[config.mk]
export PLATFORM = sky130hd
export DESIGN_NAME = bit_population_generator
export DESIGN_NICKNAME = d
export VERILOG_FILES = /design/src/rtl/bit_population_generator.sv
export SDC_FILE = /design/constraint.sdc
export NUM_CORES = 1
export LEC_CHECK = 0
export ABC_AREA = 1
export CAP_MARGIN = 20
export CORE_ASPECT_RATIO = 1.5
export CORE_MARGIN = 10
export CORE_UTILIZATION = 28
export CTS_CLUSTER_DIAMETER = 40
export DETAILED_ROUTE_END_ITERATION = 8
export GPL_TIMING_DRIVEN = 0
export SYNTH_ARGS = -nofsm -noshare
export SYNTH_HDL_FRONTEND = slang
export SYNTH_SLANG_ARGS = --single-unit
[constraint.sdc]
create_clock -name clk_i -period 2.4 [get_ports clk_i]
set_input_delay 0.36 -clock clk_i [delete_from_list [all_inputs] [get_ports clk_i]]
set_output_delay 0.36 -clock clk_i [all_outputs]
set_load 0.02 [all_outputs]
[src/rtl/bit_population_generator.sv]
// -----------------------------------------------------------------------------
// bit_population_generator
//
// Purpose:
//   On request, enumerates every WIDTH-bit word with exactly k bits set, in
//   strictly ascending unsigned order, one word per cycle while the consumer
//   is ready. A request with k > WIDTH is rejected with a one-cycle err pulse.
//
// Handshakes (both sides use the same valid/ready rule):
//   A beat transfers on a rising clk edge where valid=1 and ready=1. A
//   producer holding valid=1 keeps its payload stable until that transfer;
//   ready may be driven independently of valid.
//
// Ports:
//   clk_i          sole clock, all logic on posedge
//   srst_i         synchronous active-high reset, beats every handshake
//   count_i        requested population count k
//   count_val_i    count_i valid
//   count_ready_o  1 in IDLE (request accepted), 0 in RUN
//   data_o         registered word with exactly k bits set
//   data_val_o     data_o valid
//   data_last_o    data_o is the final (top-aligned) word for this k
//   data_ready_i   downstream accepts data_o
//   err_o          one-cycle pulse after accepting k > WIDTH
//   fsm_state      debug view of the FSM (0 = IDLE, 1 = RUN)
// -----------------------------------------------------------------------------
module bit_population_generator #(
  parameter int WIDTH = 16
) (
  input  logic                     clk_i,
  input  logic                     srst_i,
  input  logic [$clog2(WIDTH):0]   count_i,
  input  logic                     count_val_i,
  output logic                     count_ready_o,
  output logic [WIDTH-1:0]         data_o,
  output logic                     data_val_o,
  output logic                     data_last_o,
  input  logic                     data_ready_i,
  output logic                     err_o,
  output logic                     fsm_state
);

  localparam int KW = $clog2(WIDTH) + 1;
  localparam logic [KW-1:0]    K_MAX = KW'(WIDTH);
  localparam logic [WIDTH-1:0] ONES  = '1;

  typedef enum logic {
    IDLE = 1'b0,
    RUN  = 1'b1
  } state_t;

  state_t           state_q;
  logic [WIDTH-1:0] last_word_q;

  logic [WIDTH-1:0] first_word;
  logic [WIDTH-1:0] top_word;
  logic [WIDTH-1:0] low_bit;
  logic [WIDTH-1:0] ripple;
  logic [WIDTH-1:0] succ;
  logic [KW-1:0]    tz;

  // Shifting the all-ones pattern avoids a WIDTH+1-bit (1<<k)-1 when k=WIDTH;
  // a shift by WIDTH yields zero, so both ends fall out naturally.
  assign first_word = ~(ONES << count_i);
  assign top_word   = ~(ONES >> count_i);

  // Next-combination successor: the lowest set bit ripples up one position
  // and the ones it clears are re-packed at the bottom of the word.
  always_comb begin
    low_bit = data_o & (~data_o + WIDTH'(1));
    ripple  = data_o + low_bit;
    tz      = '0;
    for (int i = 0; i < WIDTH; i++) begin
      if (low_bit[i]) tz = KW'(i);
    end
    succ = ripple | (((ripple ^ data_o) >> 2) >> tz);
  end

  assign count_ready_o = (state_q == IDLE);
  assign fsm_state     = state_q;

  always_ff @(posedge clk_i) begin
    if (srst_i) begin
      state_q     <= IDLE;
      data_o      <= '0;
      data_val_o  <= 1'b0;
      data_last_o <= 1'b0;
      err_o       <= 1'b0;
      last_word_q <= '0;
    end else begin
      err_o <= 1'b0;
      case (state_q)
        IDLE: begin
          if (count_val_i) begin
            if (count_i > K_MAX) begin
              err_o <= 1'b1;
            end else begin
              state_q     <= RUN;
              data_o      <= first_word;
              last_word_q <= top_word;
              data_val_o  <= 1'b1;
              // Only k=0 and k=WIDTH have a single-word sequence.
              data_last_o <= (first_word == top_word);
            end
          end
        end
        RUN: begin
          if (data_ready_i) begin
            if (data_last_o) begin
              state_q     <= IDLE;
              data_val_o  <= 1'b0;
              data_last_o <= 1'b0;
            end else begin
              data_o      <= succ;
              data_last_o <= (succ == last_word_q);
            end
          end
        end
        default: state_q <= IDLE;
      endcase
    end
  end

endmodule

; Word level (Yosys, flattened, before mapping)
; Cells that the tools add are included.
[classes]
addsub = 2
order_cmp = 1
n_eq_ne = 7
shift = 3
mux = 36
bitwise_logic = 9
n_reduce_logical = 5
[ops]
columns = op, count
row1 = $mux W5, 13
row2 = $mux W16, 4
row3 = $not A16 Y16, 3
row4 = $eq A16 B16 Y1, 2
row5 = $pmux W16 S2, 1
row6 = $add A16 B1 Y16 const B, 1
row7 = $add A16 B16 Y16, 1
row8 = $and A16 B16 Y16, 1
row9 = $or A16 B16 Y16, 1
row10 = $shl A16 B5 Y16 const A, 1
row11 = $shr A14 B5 Y16, 1
row12 = $shr A16 B5 Y16 const A, 1
row13 = $xor A16 B16 Y16, 1
row14 = $mux W1, 14
row15 = $ne A2 B2 Y1 const B, 5
row16 = $reduce_and A4 Y1, 2
row17 = $pmux W1 S2, 3
row18 = $reduce_and A3 Y1, 2
row19 = $gt A5 B5 Y1 const B, 1
row20 = $not A1 Y1, 3
row21 = $reduce_or A3 Y1, 1
row22 = $mux W2, 1
[word_totals]
reg_bits = 36
in_bits = 9
out_inout_bits = 21
word_cells = 69

; Logic depth before layout (Yosys ltp)
; Gate-level depths: netlist of run 1.
[depth]
word_depth = 24
mapped_depth = 25
mapped_depth_nobuf = 23

; Worst setup path after synthesis of run 1
; No wires, ideal clock.
[synth_timing]
path_type = register to register
from = register data_o[5]
to = register data_last_o
setup_ps = 66
arrival_time_ps = 2487
required_time_ps = 2334
path_slack_ps = -153
path_stages_with_launch = 24
path_buffers = 2
synth_period_minus_slack_ps = 2553
path_cell_list = dfxtp_1 buf_2 nor2_2 nand2_2 nor2_4 buf_6 nand3_2 nand2_1 nor2_2 nand3_4 or2_1 nand2_1 nand2_1 nand2_1 nand2_1 a21oi_2 nand2_1 nand2_1 nand2_1 nor2_1 nand2_1 nor2_1 nand2_1 a21oi_2
[synth_between]
elab_chain_cells = 20
elab_cells_between_ends = 22
cone_classes = add/sub (2) / eq/ne (1) / shift (1) / mux (14) / bitwise (4)
[synth_lines]
columns = element, line_no
row1 = from (decl), 35  ; output logic [WIDTH-1:0] data_o,
row2 = from (signal assigned), 99  ; data_o <= first_word;
row3 = from (signal assigned), 114  ; data_o <= succ;
row4 = $not A16 Y16, 70  ; low_bit = data_o & (~data_o + WIDTH'(1));
row5 = $add A16 B1 Y16, 70
row6 = $and A16 B16 Y16, 70
row7 = $mux W5 (11 in series), 74  ; if (low_bit[i]) tz = KW'(i);
row8 = $shr A14 B5 Y16, 76  ; succ = ripple | (((ripple ^ data_o) >> 2) >> tz);
row9 = $or A16 B16 Y16 *, 76
row10 = $eq A16 B16 Y1 *, 115  ; data_last_o <= (succ == last_word_q);
row11 = $mux W1 *, 109  ; if (data_last_o) begin
row12 = $mux W1 *, 108  ; if (data_ready_i) begin
row13 = $pmux W1 S2 *, 92  ; case (state_q)
row14 = to (signal assigned), 103  ; data_last_o <= (first_word == top_word);
row15 = to (signal assigned), 115
row16 = to (decl), 37  ; output logic data_last_o,
; Every way passes the cells marked *; elsewhere a longest branch is shown, timed or not. The select of a mux whose other input is x is not followed.
; A chain may end at the register's enable or synchronous reset.

; Worst setup path after layout of run 1
[layout_timing]
from = register data_o[0]
to = register data_last_o
[layout_between]
elab_chain_cells = 24
elab_cells_between_ends = 26
cone_classes = add/sub (2) / eq/ne (1) / shift (1) / mux (18) / bitwise (4)
[layout_lines]
columns = element, line_no
row1 = $not A16 Y16, 70
row2 = $add A16 B1 Y16, 70
row3 = $and A16 B16 Y16, 70
row4 = $mux W1, 74
row5 = $mux W2, 74
row6 = $mux W5 (13 in series), 74
row7 = $shr A14 B5 Y16, 76
row8 = $or A16 B16 Y16 *, 76
row9 = $eq A16 B16 Y1 *, 115
row10 = $mux W1 *, 109
row11 = $mux W1 *, 108
row12 = $pmux W1 S2 *, 92
; Marks and branches as above.

==> flow_summary.json, run 1 <==
{
  "status": "complete, but fails checks",
  "violations": "setup timing",
  "fill_cells": 1328,
  "io_buffers": 29,
  "post-route-util": 0.412,
  "cp_data_required_time_ns": 2.62,
  "final.setup.tns_ns": -2.98,
  "clock-skew-final_ns": 0.00691,
  "hpwlAfterDp_um": 11400,
  "synth_top_cell_area_share": 0.200,
  "cts_buffer_depth": 2,
  "instances_no_fill": 869,
  "finalHoldViolations": 0,
  "ant_nets": 0,
  "synth_compound_area_frac": 0.199,
  "grt_pass1_vias": 4411,
  "ys.flop_type": "dfxtp_1",
  "synth_area_per_cell_um2": 5.72,
  "synth-async-reset-ratio": 0,
  "synth_top_family_by_area": "simple AND/OR/NAND/NOR gates",
  "pwr-share-comb": 0.630,
  "syn_inst": 631,
  "yosys.area.top_type": "dfxtp_1",
  "rsz0062_at_grt": "yes",
  "placementRows": 50,
  "via_per_inst": 5.27,
  "drt_wl_total_um": 14900,
  "clockRootBuffer": "clkbuf_16",
  "synth_edf_count": 0,
  "period_minus_slack_ns": 2.91,
  "grt_pass1_wl_um": 22800,
  "path_max_fanout": 5,
  "whs_ns": 0.470,
  "n_antenna_cell": 0,
  "clock_latency_ns": 0.29,
  "synth_simple_gate_area_frac": 0.462,
  "gp_congestion": 0.988,
  "wire_per_inst_um": 17.1,
  "core_area_um2": 12600,
  "ys_seq_area_frac": 0.200,
  "h-tree-depth": 2,
  "die_x_um": 113,
  "holdBufCountCts": 0,
  "clkTransAtPathRegs_ns": 0.06,
  "synth_seq_cells": 36,
  "yosysWarnings": 0,
  "report.final.slew_viol_count": 0,
  "dp.cells": 816,
  "drive_gt1_frac": 0.306,
  "cts.sinks": 36,
  "leakage_nw": 2.36,
  "fmax_mhz": 343,
  "power.density_nw_per_um2": 729,
  "netlist_area_um2": 3610,
  "synth_fa_ha_area_frac": 0,
  "reg2regPathDepth": 19,
  "drt_iter0_drc": 233,
  "synth_mux_area_frac": 0,
  "maxCapViolations": 0,
  "clockPowerShare": 0.171,
  "hold_path.class": "flop to flop",
  "antenna_found_initial": 0,
  "mappedNetlistNets": 640,
  "start_util": 0.287,
  "num-nets-final": 721,
  "crit_type": "flop to flop",
  "drcViolationCount": 0,
  "whs_path_depth": 2,
  "setup_viol": 15,
  "dr_total_vias": 4581,
  "worst_pin_slew_ns": 0.681,
  "synth_xor_area_frac": 0.0194,
  "cts_buffers": 5,
  "finalCritPeriodShare": 1.21,
  "grt_util_all_layers": 0.157,
  "vdd_drop_max_uv": 525,
  "setup.worst_path.start_class": "flop",
  "critPathArrivalTime_ns": 3.13,
  "slew_headroom": 0.546,
  "firstDrtPassIters": 5,
  "areaGrowthSynthToFinish_pct": 43.3,
  "p_sw_mw": 1.78,
  "swShare": 0.471,
  "io_pins": 30,
  "synth.area.top_cells": "dfxtp_1, nand2_1, nand3_1, inv_1, a21oi_1",
  "fin_ws_ns": -0.512,
  "p_int_mw": 1.99,
  "total_power_mw": 3.77,
  "die_area_um2": 17900,
  "synth_cell_type_count": 44,
  "cts_tree": "built",
  "grt_max_degree": 12,
  "globalRouteOverflowTotal": 0,
  "crit_path_end_kind": "flop",
  "seqPwrFrac": 0.199,
  "die_h_um": 159
}
-- through the flow --
stage,worst slack [ns],area [um2]
floorplan,0.00191,3650
global placement,-0.789,4140
detailed placement,-0.759,4140
CTS,-0.443,4750
global route,-0.634,5170
finish,-0.512,5170
-- cells in the mapped netlist (all sizes together) (2+ instances only) --
cell	number
or2	2
dfxtp	36
a221oi	6
clkbuf	11
inv	76
nand4	12
o21bai	2
a21oi	52
o21ai	46
nand2	184
o211ai	6
buf	13
nand3	82
a31oi	3
xor2	7
nor2	75
nor3	3
nand3b	2
a211oi	4
-- power groups by stage --
stage	Combinational (mW)	Clock (mW)	Sequential, mW
5_1_grt	2.60	0.670	0.758
3_3_place_gp	1.75	0	0.743
4_1_cts	2.05	0.656	0.748
3_5_place_dp	1.74	0	0.743
6_report	2.38	0.644	0.750
2_1_floorplan	1.25	0	0.763
-- registers in the layout, summed over array words and instances (netlist names) --
register and count:
data_last_o 1, data_o 16, data_val_o 1, err_o 1, fsm_state 1, last_word_q 16
-- metal layers --
metal  vias up  GRT usage  part of all wire
li1       2262          -                 -
met1      2103      0.148              0.36
met2       156      0.298              0.53
met3        60     0.0226             0.038
met4         0      0.105             0.071
met5         -          0                 0
-- area by class of cell --
cell class              count  area, um2  area share
clock buffers               7        133      0.0256
multi-input cells         494       2950       0.569
inverters                  77        303      0.0585
well taps                 156        195      0.0377
flip-flops and latches     36        761       0.147
repair buffers             78        677       0.131
plain buffers              20        156      0.0302
clock inverters             1       5.00    0.000967
-- path summary, 6_finish.rpt --
check                                startpoint               to  slack, ns
worst max-delay path                  data_o[0]      data_last_o      -0.51
worst min register to register  last_word_q[10]  last_word_q[10]       0.47
worst max register to register        data_o[0]      data_last_o      -0.51
worst min-delay path            last_word_q[10]  last_word_q[10]       0.47
-- cells in the final DEF, fill, tap and decap left out, types with 2 or more instances in the layout --
master | Yosys | layout
a31oi_1 | 3 | 3
nand2_2 | 6 | 31
a21oi_4 | 1 | 2
a221oi_1 | 6 | 5
nand3b_1 | 2 | 2
clkinv_2 | 0 | 2
nand3_4 | 1 | 8
nand3_1 | 75 | 51
dfxtp_4 | 0 | 10
nor2_4 | 5 | 11
clkbuf_4 | 0 | 3
nor2_2 | 8 | 17
or2_1 | 2 | 2
inv_2 | 9 | 8
dfxtp_2 | 0 | 2
a21oi_2 | 2 | 3
clkbuf_2 | 0 | 4
buf_8 | 0 | 2
o21ai_4 | 1 | 2
o21ai_1 | 4 | 7
o21ai_0 | 41 | 32
buf_4 | 3 | 45
a21oi_1 | 49 | 47
nor3_1 | 3 | 2
nor2_1 | 62 | 47
nand2_1 | 176 | 138
a211oi_1 | 4 | 4
dfxtp_1 | 36 | 24
nand3_2 | 6 | 23
xor2_1 | 7 | 7
inv_1 | 67 | 64
inv_4 | 0 | 3
clkbuf_1 | 11 | 7
o211ai_1 | 5 | 5
clkdlybuf4s50_1 | 0 | 29
nand4_1 | 11 | 11
buf_6 | 5 | 8
nand2_4 | 2 | 15
clkbuf_16 | 0 | 5
o21ai_2 | 0 | 5
-- critical path, stage by stage, from the launching register on --
cell and delay (ns):
dfxtp_4 0.37, nor2_4 0.21, nand2_4 0.10, buf_4 0.14, buf_4 0.13, o21ai_2 0.07, nand4_1 0.20, nor2_2 0.27
nand2_4 0.11, nand4_1 0.19, nand3_2 0.13, nand3_2 0.12, nand3_2 0.10, nand3_1 0.09, nand2_1 0.06, nor2_2 0.15
nand2_1 0.07, nor2_1 0.11, nand2_1 0.10, a21oi_2 0.12
-- logic make-up after synthesis --
family,after synthesis
AO/OA/AOI/OAI,123
XOR/XNOR,8
buffers and inverters,101
flip-flops,36
AND/OR/NAND/NOR,363
-- what timing repair did --
action / in CTS / in global routing
setup buffers: 24 / 23
endpoints found under the setup margin: 18 / 18
resized for setup: 91 / 80
cloned: 1 / 1
pin swaps: 37 / 48
Note: power is estimated with default switching activity, not from simulation.
==> run 2, diff against run 1 <==
--- a/config.mk
+++ b/config.mk
@@ -10,9 +10,11 @@
 export CORE_ASPECT_RATIO = 1.5
 export CORE_MARGIN = 10
 export CORE_UTILIZATION = 28
+export CTS_BUF_LIST = sky130_fd_sc_hd__clkbuf_8
 export CTS_CLUSTER_DIAMETER = 40
 export DETAILED_ROUTE_END_ITERATION = 8
 export GPL_TIMING_DRIVEN = 0
+export REMOVE_ABC_BUFFERS = 1
 export SYNTH_ARGS = -nofsm -noshare
 export SYNTH_HDL_FRONTEND = slang
 export SYNTH_SLANG_ARGS = --single-unit
==> run 2 against run 1 <==
  * The flow still finishes with violations (setup timing)
  * Clock power is 29% lower
  * Critical path depth is 1 higher
  * Die area stayed put
  * Utilization is 2.8 points higher
  * Critical endpoint unchanged
  * Maximum frequency is 1.1% higher
  * Final area is 6.8% higher
  * Largest power group unchanged
==> flow_summary.json, run 2 (synthesis results as in run 1) <==
{
  "fin_ws_ns": -0.479,
  "cts.sinks": 36,
  "antenna_found_initial": 0,
  "whs_ns": 0.475,
  "post-route-util": 0.440,
  "num-nets-final": 730,
  "power.density_nw_per_um2": 691,
  "postLayoutCellArea_um2": 5530,
  "dpl_cell_area_um2": 3990,
  "r2r_end": "data_last_o",
  "leakage_nw": 2.43,
  "grt_pass1_wl_um": 23000,
  "grt_util_all_layers": 0.155,
  "report.final.slew_viol_count": 0,
  "path_cells": "nor2_4 > nand2_4 > nor2_4 > buf_12 > nand3_4 > inv_6 > nand3_4 > buf_6 > nand2_4 > nor2_4 > o211ai_4 > nand4_1 > buf_4 > o211ai_1 > nand3_1 > nor2_2 > nand2_1 > nor2_1 > nand2_1 > a21oi_2",
  "violations": "setup timing",
  "clock_latency_ns": 0.30,
  "crit_path_end_kind": "flop",
  "cpMostUsedCell": "nor2_4",
  "wire_per_inst_um": 16.9,
  "reg2regPathDepth": 20,
  "io_buffers": 29,
  "areaGrowthSynthToFinish_pct": 53.0,
  "grt_max_degree": 23,
  "die_area_um2": 17900,
  "worst_pin_slew_ns": 1.00,
  "die_h_um": 159,
  "slew_headroom": 0.331,
  "via_per_inst": 5.32,
  "dp_slack_ns": -1.74,
  "r2r_start": "data_o[0]",
  "drive_gt1_frac": 0.374,
  "clkTransAtPathRegs_ns": 0.08,
  "path_max_fanout": 5,
  "status": "complete, but fails checks",
  "drcViolationCount": 0,
  "slowest_stage": "dfxtp_4",
  "crit_buf_inv": 4,
  "r2r_setup_slack_ns": -0.48,
  "firstDrtPassIters": 6,
  "h-tree-depth": 2,
  "final_common_cell": "nand2_1",
  "io_pins": 30,
  "core_area_um2": 12600,
  "reg_top3": "data_o: 16 flops, last_word_q: 16 flops",
  "hold_path.class": "flop to flop",
  "maxCapViolations": 0,
  "min_to": "last_word_q[3]",
  "ant_nets": 0,
  "drt-met1-wl_um": 5450,
  "hpwlAfterDp_um": 10300,
  "multiInputGateArea_um2": 3200,
  "placementRows": 50,
  "drt_iter0_drc": 371,
  "regArea_um2": 771,
  "met2WireLength_um": 7820,
  "cts_tree": "built",
  "max_stage_delay_ns": 0.38,
  "crit_family": "simple AND/OR/NAND/NOR gates",
  "highest-signal-layer": "met4",
  "critPathArrivalTime_ns": 3.12,
  "cts_buffers": 5,
  "dp.cells": 793,
  "n_antenna_cell": 0,
  "total_power_mw": 3.82,
  "rsz0062_at_grt": "yes",
  "period_minus_slack_ns": 2.88,
  "final_cell_mix": "nand2_1, inv_1, buf_4",
  "fmax_mhz": 347,
  "drt_wl_total_um": 14800,
  "crit_type": "flop to flop",
  "final.setup.tns_ns": -2.59,
  "finalCritPeriodShare": 1.20,
  "clockRootBuffer": "clkbuf_8",
  "globalRouteOverflowTotal": 0,
  "cts_buffer_depth": 2,
  "gp_congestion": 0.971,
  "setup_viol": 15,
  "die_x_um": 113,
  "instances_no_fill": 878,
  "dr_total_vias": 4674,
  "cp_data_required_time_ns": 2.64,
  "whs_path_depth": 2,
  "vdd_drop_max_uv": 374,
  "setup.worst_path.start_class": "flop",
  "start_util": 0.287,
  "route.met3.wl_um": 548,
  "hold_start": "last_word_q[3]",
  "clock-skew-final_ns": 0.00789,
  "finalHoldViolations": 0,
  "grt_pass1_vias": 4496,
  "fill_cells": 1269
}
run 2: cell count changes in the layout (fill, tap and decap cells not counted), sizes merged:
cell / change
clkbuf: -13
nand3: +2
clkinv: -2
buf: +17
inv: -1
clkinvlp: +6
run 2: layout make-up:
cell class              instances  share of cell area
well taps                     156              0.0353
repair buffers                103               0.167
multi-input cells             496               0.579
inverters                      77              0.0604
clock buffers                   6              0.0149
repair inverters                2             0.00226
flip-flops and latches         36               0.139
clock inverters                 2             0.00136
run 2: worst max path at each step:
| stage | from | endpoint | cells past startpoint |
|---|---|---|---|
| 6_report | data_o[0] | data_last_o | 20 |
| 5_1_grt | data_o[0] | data_last_o | 20 |
| 4_1_cts | data_o[1] | data_last_o | 23 |
| 3_5_place_dp | fsm_state | data_o[12] | 9 |
| 3_3_place_gp | fsm_state | data_o[12] | 8 |
| 2_1_floorplan | fsm_state | data_o[12] | 8 |
run 2: tightest hold or removal path, delay by kind of cell, from the launching register on:
kind / cells / cell delay (ns)
compound gates: 1 / 0.05
buf+inv: 1 / 0.06
flops: 1 / 0.32
run 2: report_power, final:
group | total, mW | internal (mW) | switching [mW]
combinational | 2.61 | 1.05 | 1.55
clock | 0.455 | 0.226 | 0.229
sequential | 0.755 | 0.657 | 0.0975
total | 3.82 | 1.94 | 1.88
run 2: per-layer routing:
metal | track usage | vias up
met4 | 0.114 | 0
met3 | 0.0166 | 67
met1 | 0.160 | 2153
met5 | 0 | -
met2 | 0.278 | 173
li1 | - | 2281
run 2: timing repair:
item | CTS | global route
pin swaps | 43 | 57
gates resized for setup | 148 | 89
gates cloned | 4 | 0
hold buffers | 0 | 0
endpoints found under the setup margin | 35 | 18
setup buffers | 53 | 24
